[src/rtl/kd_tree_sequencer.sv]
// kd_tree_sequencer: drives a kd-tree root node through reset, center fill and sorting, with a per-state handshake timeout.
module kd_tree_sequencer #(
  parameter int COMMAND_SIZE = 5,
  parameter int DATA_SIZE = 24,
  parameter int NUM_CENTERS = 10,
  parameter int ADDR_W = 4,
  parameter int TIMEOUT = 1023,
  parameter int CNT_W = 27
) (
  input  logic clk,
  input  logic reset,
  input  logic start,
  output logic [ADDR_W-1:0] center_addr,
  input  logic [DATA_SIZE-1:0] center_rdata,
  output logic [COMMAND_SIZE-1:0] command_to_root,
  output logic [DATA_SIZE-1:0] data_to_root,
  input  logic [COMMAND_SIZE-1:0] command_from_root,
  output logic busy,
  output logic done,
  output logic error,
  output logic [CNT_W-1:0] cycle_count
);
  localparam int TW = $clog2(TIMEOUT + 1);
  localparam int SW = ADDR_W + 1;
  localparam logic [COMMAND_SIZE-1:0] C_NOP = COMMAND_SIZE'(5'h00);
  localparam logic [COMMAND_SIZE-1:0] C_FILL = COMMAND_SIZE'(5'h01);
  localparam logic [COMMAND_SIZE-1:0] C_FILL_DONE = COMMAND_SIZE'(5'h05);
  localparam logic [COMMAND_SIZE-1:0] C_SORT = COMMAND_SIZE'(5'h09);
  localparam logic [COMMAND_SIZE-1:0] C_DNE = COMMAND_SIZE'(5'h10);
  localparam logic [COMMAND_SIZE-1:0] C_RST_DONE = COMMAND_SIZE'(5'h1e);
  localparam logic [COMMAND_SIZE-1:0] C_RST = COMMAND_SIZE'(5'h1f);
  typedef enum logic [2:0] {IDLE, RST, FILL, SORT, WAIT_SORT, DONE, ERR} state_t;
  state_t state, state_n;
  logic [COMMAND_SIZE-1:0] cmd_n;
  logic [DATA_SIZE-1:0] data_n;
  logic [ADDR_W-1:0] addr_n;
  logic [SW-1:0] sent, sent_n;
  logic [TW-1:0] timer, timer_n;
  logic [CNT_W-1:0] cc_n;
  logic tmo;
  assign busy = state == RST || state == FILL || state == SORT || state == WAIT_SORT;
  assign done = state == DONE;
  assign error = state == ERR;
  assign tmo = timer == TW'(TIMEOUT - 1);
  always_comb begin
    state_n = state;
    cmd_n = C_NOP;
    data_n = '0;
    addr_n = center_addr;
    sent_n = sent;
    timer_n = timer;
    cc_n = (busy && cycle_count != '1) ? cycle_count + 1'b1 : cycle_count;
    case (state)
      IDLE, DONE, ERR: if (start) begin
        state_n = RST;
        cmd_n = C_RST;
        cc_n = '0;
        timer_n = '0;
      end
      RST: begin
        timer_n = timer + 1'b1;
        cmd_n = C_RST;
        if (command_from_root == C_RST_DONE) begin
          state_n = FILL;
          cmd_n = C_NOP;
          addr_n = '0;
          sent_n = '0;
          timer_n = '0;
        end else if (tmo) begin
          state_n = ERR;
          cmd_n = C_NOP;
        end
      end
      FILL: if (command_from_root == C_FILL_DONE) begin
        state_n = SORT;
        cmd_n = C_SORT;
      end else if (sent < SW'(NUM_CENTERS)) begin
        cmd_n = C_FILL;
        data_n = center_rdata;
        addr_n = center_addr + 1'b1;
        sent_n = sent + 1'b1;
      end else begin
        timer_n = timer + 1'b1;
        state_n = tmo ? ERR : FILL;
      end
      SORT: begin
        state_n = WAIT_SORT;
        timer_n = '0;
      end
      WAIT_SORT: begin
        timer_n = timer + 1'b1;
        state_n = (command_from_root == C_DNE) ? DONE : tmo ? ERR : WAIT_SORT;
      end
      default: state_n = IDLE;
    endcase
  end
  always_ff @(posedge clk) begin
    if (reset) begin
      state <= IDLE;
      command_to_root <= C_NOP;
      data_to_root <= '0;
      center_addr <= '0;
      sent <= '0;
      timer <= '0;
      cycle_count <= '0;
    end else begin
      state <= state_n;
      command_to_root <= cmd_n;
      data_to_root <= data_n;
      center_addr <= addr_n;
      sent <= sent_n;
      timer <= timer_n;
      cycle_count <= cc_n;
    end
  end
endmodule

[config.mk]
export PLATFORM = sky130hd
export DESIGN_NAME = kd_tree_sequencer
export DESIGN_NICKNAME = d
export VERILOG_FILES = /design/src/rtl/kd_tree_sequencer.sv
export SDC_FILE = /design/constraint.sdc
export NUM_CORES = 1
export LEC_CHECK = 0
export ABC_AREA = 0
export CORE_UTILIZATION = 48
export DETAILED_ROUTE_END_ITERATION = 10
export GPL_ROUTABILITY_DRIVEN = 0
export PLACE_DENSITY_LB_ADDON = 0.08
export SLEW_MARGIN = 15
export SYNTH_ARGS = -nofsm -noshare
export SYNTH_HDL_FRONTEND = slang
export SYNTH_SLANG_ARGS = --single-unit
[constraint.sdc]
create_clock -name clk -period 2.4 [get_ports clk]
set_input_delay 0.24 -clock clk [delete_from_list [all_inputs] [get_ports clk]]
set_output_delay 0.24 -clock clk [all_outputs]
set_load 0.005 [all_outputs]
# == Word level (Yosys, flattened, before mapping) ==
# Index checks and enable logic that the tools add are counted.
# op_classes
div,0
n_eq_ne,18
reduce_logical,12
mux,31
bitwise_logic,2
mul,0
shifts,0
add_sub_neg,4
n_lt_le_gt_ge,1
# op_table
cell,n
27-bit two-way mux,3
10-bit one-hot mux with 5 select lines,1
10-bit two-way mux,4
5-bit two-way mux,6
"27-bit by 1-bit adder with 27-bit output, second input constant",1
"27-bit inequality test, second input constant",1
3-bit two-way mux,6
4-bit two-way mux,4
3-bit one-hot mux with 5 select lines,1
5-bit one-hot mux with 3 select lines,1
"10-bit by 1-bit adder with 10-bit output, second input constant",1
"10-bit equality test, second input constant",1
"5-bit equality test, second input constant",2
5-bit one-hot mux with 2 select lines,1
"3-bit equality test, second input constant",3
4-bit one-hot mux with 2 select lines,1
4-bit AND reduction,2
"3-bit by 2-bit equality test with 1-bit output, second input constant",2
"2-bit inequality test, second input constant",3
"5-bit by 1-bit adder with 5-bit output, second input constant",1
"5-bit by 3-bit equality test with 1-bit output, second input constant",1
"5-bit by 4-bit less-than comparator with 1-bit output, second input constant",1
5-bit nonzero test,1
"4-bit by 1-bit adder with 4-bit output, second input constant",1
14 further kinds,19
# totals
in_bits,32
mem_bits_ro,0
latch_bits,0
mem_bits_rw,0
output_inout_bits,63
word_cells,75
register_bits,78
n_memories,0

# == Logic depth before layout (Yosys ltp) ==
# depth
depth_word,8
ltp_mapped,7
ltp_nobuf,6

# == Least setup slack after synthesis ==
# No wires, ideal clock.
# synth_timing
path_type,flip-flop to flip-flop
start,register cycle_count[0]
end,register cycle_count[3]
synth_period_minus_slack_ns,1.799
stages_incl_launch_ff,7
n_path_buf,0
arrival_ns,1.740
path_slack_ns,0.601
required_ns,2.341
setup_time_ns,0.059
cell_sequence,dfxtp_1 -> ha_1 -> and3_1 -> and3_1 -> a31oi_1 -> or4b_1 -> nand2_1
# synth_between
elab_chain_cells,5
word_cells_on_any_way,6
classes_between,1 x add/sub; 1 x eq/ne; 3 x mux; 1 x reduce/logical
# synth_rtl
element,line,source
"start, declared",21,output logic [CNT_W-1:0] cycle_count
"start signal, assigned",113,cycle_count <= cc_n;
branches (longest 2 deep; another with 27-bit by 1-bit adder with 27-bit output),n/a,
27-bit two-way mux *,52,cc_n = (busy && cycle_count != '1) ? cycle_count + 1'b1 : cycle_count;
27-bit two-way mux,54,"IDLE, DONE, ERR: if (start) begin"
27-bit two-way mux *,53,case (state)
# Every way passes the cells marked *.
# A chain may end at the register's enable or synchronous reset.

# == Final worst setup path ==
# layout_timing
start,register state[0]
end,output port busy
# layout_between
elab_chain_cells,4
word_cells_on_any_way,7
classes_between,4 x eq/ne; 3 x reduce/logical
# layout_rtl
element,line,source
"start, declared",33,"state_t state, state_n;"
"start signal, assigned",107,state <= state_n;
3-bit by 1-bit equality test with 1-bit output or 3-bit by 2-bit equality test with 1-bit output (tied branches),41,assign busy = state == RST || state == FILL || state == SORT || state == WAIT_SORT;
1-bit logical OR (2 in series),41,
1-bit logical OR *,41,
"end, declared",18,"output logic busy,"
# Every way passes the cells marked *; elsewhere a longest branch is shown, timed or not.

==> results <==
## metal layers
layer	wire length [um]	track usage (%)	share of wire (%)
met5	0	0	0
met4	129	8.346	1.6
met3	364	5.213	4.5
met2	3974	35.80	49
met1	3686	27.60	45
## cell usage after synthesis (2+ instances only)
library cell,n,share of area [%]
dfxtp_1,76,44
and3_1,31,5.6
a21oi_1,28,4.0
nand2_1,28,3.0
or3_1,21,3.8
nand3_1,19,2.7
nor2_1,19,2.0
o21ai_0,19,2.7
inv_1,12,1.3
o31ai_1,8,1.7
buf_2,7,1.0
clkbuf_1,7,0.75
xnor2_1,7,1.8
nand4_1,6,1.1
nor3_1,6,0.86
or4_1,6,1.3
ha_1,5,1.8
o21a_1,5,1.1
a211oi_1,4,0.86
a311oi_1,4,1.0
a31oi_1,4,0.72
buf_4,4,0.86
nand2b_1,4,0.72
xor2_1,4,1.0
and2_1,3,0.54
nand4_2,3,1.1
o311ai_0,3,0.75
a2111oi_0,2,0.50
and4_1,2,0.50
mux2i_1,2,0.57
nor2_2,2,0.36
nor4_1,2,0.36
o2111ai_1,2,0.50
o211ai_1,2,0.43
o22a_1,2,0.50
## layout by cell type (no fill, tap or decap), drive strengths merged, types with 8 or more instances in the layout
master	count
clkdlybuf4s50	94
dfxtp	76
and3	31
a21oi	28
nand2	28
or3	21
nor2	21
nand3	20
o21ai	20
inv	13
clkbuf	9
o31ai	9
nand4	9
buf	8
nor3	8
## logic make-up (layout without fill, tap and decap cells)
logic type | after synthesis | in the layout | share of synthesized area [%]
and+or+nand+nor | 164 | 164 | 27.54
AOI/OAI and AO/OA | 97 | 97 | 19.40
DFF | 76 | 76 | 43.60
buffers and inverters | 31 | 130 | 4.016
xor gates and xnor gates | 11 | 11 | 2.761
adders and majority gates | 6 | 6 | 2.115
muxes | 2 | 2 | 0.5737
## cell type report
cell class | instances | area [sq um]
multi-input cells | 280 | 1831
fillers | 597 | 2138
clock buffers | 9 | 123.9
repair buffers | 102 | 1001
flip-flops and latches | 76 | 1524
clock inverters | 7 | 123.9
inverters | 12 | 45.04
well taps | 96 | 120.1
## stage by stage
stage | cell area [sq um] | std cells | util [%] | hold WS [ps]
2_1_floorplan | 3490 | 387 | - | 376.0
3_3_place_gp | 4516 | 566 | 65.38 | 450.9
3_5_place_dp | 4516 | 566 | 65.38 | 457.3
4_1_cts | 4766 | 582 | 69.00 | 458.4
5_1_grt | 4768 | 582 | 69.04 | 459.3
6_report | 4768 | 582 | 69.04 | 473.3
## how the worst min path moves through the flow
stage	cells after the start	to	start
floorplan	2	command_to_root[2]$_SDFF_PP0_	start
global placement	1	sent[3]$_SDFFE_PP0P_	sent[3]$_SDFFE_PP0P_
detailed placement	1	sent[3]$_SDFFE_PP0P_	sent[3]$_SDFFE_PP0P_
CTS	2	data_to_root[9]$_SDFF_PP0_	center_rdata[9]
global route	2	data_to_root[9]$_SDFF_PP0_	center_rdata[9]
finish	1	sent[3]$_SDFFE_PP0P_	sent[3]$_SDFFE_PP0P_
## power breakdown
part	total, uW	internal [uW]	switching [uW]
clock	1180	697	485
sequential	1420	1330	92.8
combinational	829	363	466
total	3430	2390	1040
## flip-flops by register name (all words and copies together), names as in the netlist
signal           count
command_to_root      3
sent                 5
center_addr          4
data_to_root        24
state                3
timer               10
cycle_count         27
## worst max-delay path, delay by kind of cell, from the launching register on
family | cells | cell delay (ps)
buffers and inverters | 2 | 590
and+or+nand+nor | 2 | 630
DFF | 1 | 410
## repair_timing
| action | CTS | global route |
|---|---|---|
| setup endpoints to repair | 1 | 1 |
| buffers inserted | 0 | 0 |
| resized for setup | 1 | 3 |
==> results.md <==
- Mapped Cells: 387
- Initial Util: 50.53%
- Synth Net Count: 424
- RR Startpoint: cycle_count[0]$_SDFF_PP0_
- Vias in the first global route: 2769
- Status: finished, final reports clean
- CTS sink cnt: 76
- Worst path slowest cell: clkdlybuf4s50_1
- Share of flip-flops with an asynchronous set or reset: 0%
- Worst-Skew Late Latency: 340 ps
- Avg Cell Area, Syn: 9.017 sq um
- Cts hold-fix bufs: 0
- Initial drt markers: 132
- Chip height: 87.27 um
- First-pass GRT wire length: 13050 um
- Power after layout: 3433 uW
- Yosys warns: 0
- Final hold violations: 0
- Layout net count: 518
- Crit path capture type: primary output
- Vias: 3246
- Peak supply drop: 0.5838 mV
- Hold crit path type: register to register
- Total die area: 0.007615 sq mm
- Pre-CTS setup slack: 205.3 ps
- Worst setup path start: state[0]$_SDFFE_PP0P_
- TritonRoute pass-1 iters: 4
- CP endpoint: busy
- N_diodes: 0
- Cell area after synthesis: 0.003490 sq mm
- Final WL: 8154 um
- RSZ-0062 raised after global routing: no
- DRC: 0
- Port Buf Inserts: 94
- I/O pin cnt: 95
- Req. time, crit path: 2160 ps
- R2R cell count: 6
- Worst R2R End: cycle_count[3]$_SDFF_PP0_
- Setup TNS: 0 ps
- Root Buffer: clkbuf_8
- Clk slew on worst S/H paths: 80 ps
- Synth unique cells: 63
- Num CTS Buffers: 9
- Total Routing Usage GR: 21.78%
- Crit path largest cell delay: 470 ps
- Relative slew margins: 53.93%
- Register area share after synthesis: 43.60%
- Worst Path Max Fanout: 15
- Max Fclk: 453.6 MHz
- Remaining Overflow, GRT: 0
- Number of synthesized register bits: 76
- Max cap viols: 0
- FP Rows: 30
- Fin crit share: 91.86%
- Crit path cell chain: or3_1, nand2_2, inv_1, clkdlybuf4s50_1
- DIE WIDTH: 87.27 um
- Core area: 0.006907 sq mm
- CP Launch Type: register
- Worst slew pin tran: 682.4 ps
- Min cycle time layout: 2205 ps
- PwrDens: 720.0 mW/mm^2
- Largest net degree at the start of global routing: 34
- WL per Instance: 14.01 um
- CP Data Arrival Time: 1960 ps
- Initial antenna violation count: 0
- Flop-to-flop setup slack: 440 ps
- H-tree levels: 3
- CTS tree: yes
- Pleak: 0.001738 uW
- Setup Skew: 10.09 ps
- Vias per inst: 5.577
- Setup WS post-layout: 195.4 ps
- Area Growth Syn to Fin: 36.64%
- Main synth FF type: dfxtp_1
- Critical path class: register to primary output
- EDFF count, synth: 0
- CTS Buffer Depth: 2
- Share of layout cells above drive strength 1: 9.259%
- Remaining antenna violation count after routing: 0
- Slew Viols, Final: 0
- Final setup violation count: 0
- Final HPWL DP: 5965 um
(Power assumes the default switching activity.)
